$ cat src/rtl/piezo_tone_gen.sv
// Piezo buzzer tone generator: plays one note at a time, a square wave for
// NOTE_TICKS cycles followed by GAP_TICKS silent cycles.
module piezo_tone_gen #(
   parameter int NOTE_TICKS = 5000000,
   parameter int GAP_TICKS  = 500000
) (
   input  logic       clk,
   input  logic       reset,
   input  logic [3:0] note_in,
   input  logic       note_valid,
   output logic       note_ready,
   input  logic       stop,
   output logic       piezo,
   output logic       busy,
   output logic       note_done
);

   typedef enum logic [1:0] {
      IDLE = 2'd0,
      TONE = 2'd1,
      GAP  = 2'd2
   } state_t;

   localparam logic [23:0] NOTE_LAST = 24'(NOTE_TICKS - 1);
   localparam logic [23:0] GAP_LAST  = (GAP_TICKS > 0) ? 24'(GAP_TICKS - 1) : 24'd0;
   localparam logic        HAS_GAP   = (GAP_TICKS > 0);

   state_t      state, state_next;
   logic [3:0]  note_q, note_next;
   logic [16:0] half_cnt, half_next;
   logic [23:0] dur_cnt, dur_next;
   logic        piezo_next;
   logic        done_next;
   logic [16:0] half_period;
   logic        accept;

   // Half-period in clk cycles; zero marks a rest.
   always_comb begin
      case (note_q)
         4'd1:    half_period = 17'd95556;
         4'd2:    half_period = 17'd85131;
         4'd3:    half_period = 17'd75843;
         4'd4:    half_period = 17'd71586;
         4'd5:    half_period = 17'd63776;
         4'd6:    half_period = 17'd56818;
         4'd7:    half_period = 17'd50619;
         4'd8:    half_period = 17'd47778;
         default: half_period = 17'd0;
      endcase
   end

   // stop and reset both hold off a new note, so ready drops with them.
   assign note_ready = (state == IDLE) && reset && !stop;
   assign busy       = (state != IDLE);
   assign accept     = note_valid && note_ready;

   always_comb begin
      // NOTE: every signal gets a default first so no path leaves one unassigned (no latches).
      state_next = state;
      note_next  = note_q;
      half_next  = half_cnt;
      dur_next   = dur_cnt;
      piezo_next = piezo;
      done_next  = 1'b0;

      unique case (state)
         IDLE: begin
            piezo_next = 1'b0;
            half_next  = '0;
            dur_next   = '0;
            if (accept) begin
               state_next = TONE;
               note_next  = note_in;
            end
         end

         TONE: begin
            if (stop) begin
               state_next = IDLE;
               piezo_next = 1'b0;
               half_next  = '0;
               dur_next   = '0;
            end else if (dur_cnt == NOTE_LAST) begin
               piezo_next = 1'b0;
               half_next  = '0;
               dur_next   = '0;
               if (HAS_GAP) begin
                  state_next = GAP;
               end else begin
                  state_next = IDLE;
                  done_next  = 1'b1;
               end
            end else begin
               dur_next = dur_cnt + 24'd1;
               if (half_period != 17'd0) begin
                  if (half_cnt == half_period - 17'd1) begin
                     half_next  = '0;
                     piezo_next = ~piezo;
                  end else begin
                     half_next = half_cnt + 17'd1;
                  end
               end
            end
         end

         GAP: begin
            piezo_next = 1'b0;
            half_next  = '0;
            if (stop) begin
               state_next = IDLE;
               dur_next   = '0;
            end else if (dur_cnt == GAP_LAST) begin
               state_next = IDLE;
               done_next  = 1'b1;
               dur_next   = '0;
            end else begin
               dur_next = dur_cnt + 24'd1;
            end
         end

         default: begin
            state_next = IDLE;
            piezo_next = 1'b0;
            half_next  = '0;
            dur_next   = '0;
         end
      endcase
   end

   // NOTE: sequential state uses non-blocking assignments only.
   always_ff @(posedge clk) begin
      if (!reset) begin
         state     <= IDLE;
         note_q    <= '0;
         half_cnt  <= '0;
         dur_cnt   <= '0;
         piezo     <= 1'b0;
         note_done <= 1'b0;
      end else begin
         state     <= state_next;
         note_q    <= note_next;
         half_cnt  <= half_next;
         dur_cnt   <= dur_next;
         piezo     <= piezo_next;
         note_done <= done_next;
      end
   end

   // The buzzer only ever sounds in TONE; completion is only flagged in IDLE.
   piezo_only_in_tone: assert property (@(posedge clk) piezo |-> (state == TONE));
   done_only_in_idle:  assert property (@(posedge clk) note_done |-> (state == IDLE));

endmodule
$ cat config.mk
export PLATFORM = sky130hd
export DESIGN_NAME = piezo_tone_gen
export DESIGN_NICKNAME = d
export VERILOG_FILES = /design/src/rtl/piezo_tone_gen.sv
export SDC_FILE = /design/constraint.sdc
export NUM_CORES = 1
export LEC_CHECK = 0
export BUFFER_PORTS_ARGS = -buffer_cell sky130_fd_sc_hd__buf_2
export CORE_ASPECT_RATIO = 2
export CORE_MARGIN = 2
export CORE_UTILIZATION = 52
export DETAILED_ROUTE_END_ITERATION = 6
export PLACE_DENSITY = 0.74
export SETUP_SLACK_MARGIN = 0.15
export SLEW_MARGIN = 20
export SYNTH_ARGS = -nofsm -noshare
export SYNTH_HDL_FRONTEND = slang
export SYNTH_SLANG_ARGS = --single-unit
$ cat constraint.sdc
create_clock -name clk -period 2.93 [get_ports clk]
set_input_delay 0.586 -clock clk [delete_from_list [all_inputs] [get_ports clk]]
set_output_delay 0.586 -clock clk [all_outputs]
set_load 0.01 [all_outputs]
==> summary.md <==
In the routed layout, each cell is associated on average with a via count of 5.65. Leading area contributor after synthesis: dfxtp_1. A synthesized cell averages 8.77 um2.

Measured in cells, the most critical reg-to-reg path has a length of 6. The fraction of synthesis flops using an asynchronous set or reset pin was 0%. The start point of the worst hold path is dur_cnt[0]$_SDFF_PN0_. For this run, the number of Yosys warnings is 0. Average routed wire per standard cell: 16.2 um. The H-tree depth was 3. Across the VDD grid, the largest voltage drop is 0.431 mV.

The part of the cycle the worst path needs works out to 90.2%. The tree built by TritonCTS fans out to 66 sinks. The final max-slew violation count was 0; the boundary pin count was 12. The utilization after layout came out at 61.4%. The cell sitting at the root of the clock tree is a clkbuf_16. The die covers 7640 um2. For this design the static power due to leakage is 1.50 nW. The total inserted antenna cells came out at 0.

The tools report the number of cell rows as 42. TritonCTS built the clock tree. Sorting the synthesized cells by how often they occur yields dfxtp_1 (66), nor2_1 (42), xnor2_1 (31), nand2_1 (27), xor2_1 (27).

The aggregate routed wire length was 8400 um; the post-synthesis instance area was 3600 um2. The wire length the detailed router placed on met1 is 2980 um, and the number of setup buffers added after CTS is 0. The final setup violation count was 0; the final weighted congestion in routability-driven placement was 1.02.

After detailed routing, the number of remaining DRC violations is 0. Buffers placed on the I/O ports in this run total 11. The required time at the endpoint of the critical path came out at 3.15 ns. For the worst-skew pair, the clock arrives at the later sink with an insertion delay of 0.33 ns. Capture instance of the worst register-to-register path: piezo$_SDFFE_PP0P_. The worst register-to-register path begins at half_period[3]$_SDFF_PP0_. The cell count after synthesis was 410. Clock-pin slew was measured on the worst setup and hold paths at 0.05 ns.

The share of the synthesized area in the top cell type is 36.7%. Global routing consumed, over all layers together, 24.1% of the routing resources. In this run the standard cell core region covers 6670 um2. Entering global routing, the biggest net connects 25 pins. The tool flagged a number of max-cap violations equal to 0. STA classifies the critical path startpoint as a flip-flop.

The first global-routing pass estimated 14100 um of wire. The detailed placer's ending HPWL was 6210 um; the vertical die dimension was 122 um. For the global-route congestion overflow total, the log shows 0. The number of synthesized flops with an enable pin is 0, and the post-synthesis register bit count is 66.

The top achievable clock speed was 378 MHz; the number of design-rule violations left by the first detailed-router iteration was 107. Subtracting the final worst setup slack from the clock period gives 2.64 ns. Overall power consumption after layout is estimated at 2.32 mW. The chip width came out at 62.8 um. Clock tree synthesis inserted a total of 9 buffers. Setup repair after global routing left no endpoint under its margin.

The number of buffers on the longest clock path is 2. The highest net fanout along the worst path came out at 7. Worst hold path endpoint: dur_cnt[0]$_SDFF_PN0_. Sorting the synthesized cells by area gives the leading types as dfxtp_1 (37%), xnor2_1 (7.5%), xor2_1 (6.6%). Critical path data arrival time: 2.86 ns. For this run, the post-layout net count is 447. Initial core utilization: 53.9%. After synthesis, flip-flops and latches occupy 36.7% of the total area.

The synthesized net count was 430. The type of element capturing the critical path was a flip-flop. Total via count in the routed design: 2932. Path class of the lowest-slack min-delay path: flip-flop to flip-flop. The run finished with clean final reports. The first detailed-routing pass took 4 iterations.

The run gives 0.29 ns as the slack of the worst reg-to-reg path. The routed length on met2 is 4850 um, and the setup clock skew after layout is 0.00700 ns. Yosys mapped the design onto 52 distinct sky130hd cell types. Once detail routing completed, the nets flagged for antenna violations numbered 0. For the final count of hold timing violations, the log shows 0. Measured against its own limit, the worst slew margin works out to 58.9%.

Power per standard cell area: 566 nW/um2. For this run, the leading register cell type out of synthesis is dfxtp_1. Worst setup path category: flip-flop to flip-flop. The worst hold path depth was 1. The area growth from synthesis to final layout was 13.9%. The most numerous cell in the Yosys netlist is dfxtp_1. The slew at the pin closest to its max-slew limit is 0.611 ns, and the fraction of layout instances using a drive strength above 1 is 13.9%. In the final timing run, aggregate negative setup slack is 0 ns. The run gives 0 as the initial antenna violation count. The run gives 143 um as the routed length on met3. The run gives 3062 as the number of global-route vias before repair. Uppermost layer routed: met4.
## critical path, stage by stage, from the launching register on
cell	delay, ns
dfxtp_1	0.37
or4_4	0.57
or4_4	0.57
a22oi_1	0.21
nand4_1	0.11
nor4_1	0.33
mux2_2	0.37
## registers in the layout, summed over array words and instances, names as in the netlist
name	count
half_period	17
state	2
note_q	4
half_cnt	17
piezo	1
dur_cnt	24
note_done	1
## what timing repair did
action                                  4_1_cts  5_1_grt
endpoints found under the setup margin        0       19
hold buffers                                  0        0
resized for setup                             0        2
## layout make-up
type | count | area, um2
flip-flops and latches | 66 | 1320
inverters | 18 | 67.6
clock buffers | 13 | 270
fillers | 619 | 2580
repair buffers | 19 | 128
multi-input cells | 313 | 2160
clock inverters | 2 | 35.0
well taps | 88 | 110
## cell families after synthesis
logic type	after synthesis	synth area share, %
simple gates	185	29.4
flops	66	36.7
xor+xnor	58	14.1
compound gates	47	9.04
buf+inv	31	3.44
fa+ha+maj	12	4.17
mux	11	3.13
## power breakdown
group | internal, mW | switching [mW]
Combinational | 0.127 | 0.173
Sequential | 0.919 | 0.0223
Clock | 0.721 | 0.356
Total | 1.77 | 0.551
## cell usage in the layout (no fill, tap or decap), types with 12 or more instances in the layout
cell type and count:
dfxtp_1 66, nor2_1 42, xnor2_1 31, nand2_1 27
xor2_1 27, nand3_1 19, inv_1 18, nor3_1 15
a21oi_1 14, nand4_1 12, ha_1 12
## layer usage
metal / vias up / track usage, %
li1: 1476 / -
met2: 47 / 47.2
met3: 26 / 4.71
met4: 0 / 16.8
met1: 1383 / 21.4
met5: - / 0
## worst max path at each step
stage                                      to  cells past startpoint                      start  slack, ns
floorplan           half_cnt[10]$_SDFFE_PP0P_                      7  half_period[3]$_SDFF_PP0_       0.29
global placement           piezo$_SDFFE_PP0P_                      6  half_period[3]$_SDFF_PP0_       0.33
detailed placement         piezo$_SDFFE_PP0P_                      6  half_period[3]$_SDFF_PP0_       0.32
CTS                  half_cnt[4]$_SDFFE_PP0P_                      9  half_period[0]$_SDFF_PP0_       0.29
global route         half_cnt[4]$_SDFFE_PP0P_                      7  half_period[3]$_SDFF_PP0_       0.17
finish                     piezo$_SDFFE_PP0P_                      6  half_period[3]$_SDFF_PP0_       0.29
## metrics by stage
step / cells / setup slack, ns / cell area (um2) / hold WS (ns)
final: 519 / 0.287 / 4100 / 0.465
after global routing: 519 / 0.171 / 4100 / 0.505
after CTS: 519 / 0.287 / 4080 / 0.468
after detailed placement: 504 / 0.316 / 3780 / 0.455
after global placement: 504 / 0.332 / 3780 / 0.440
after floorplan: 410 / 0.292 / 3600 / 0.430
No activity file was read; power rests on OpenSTA's default activity.
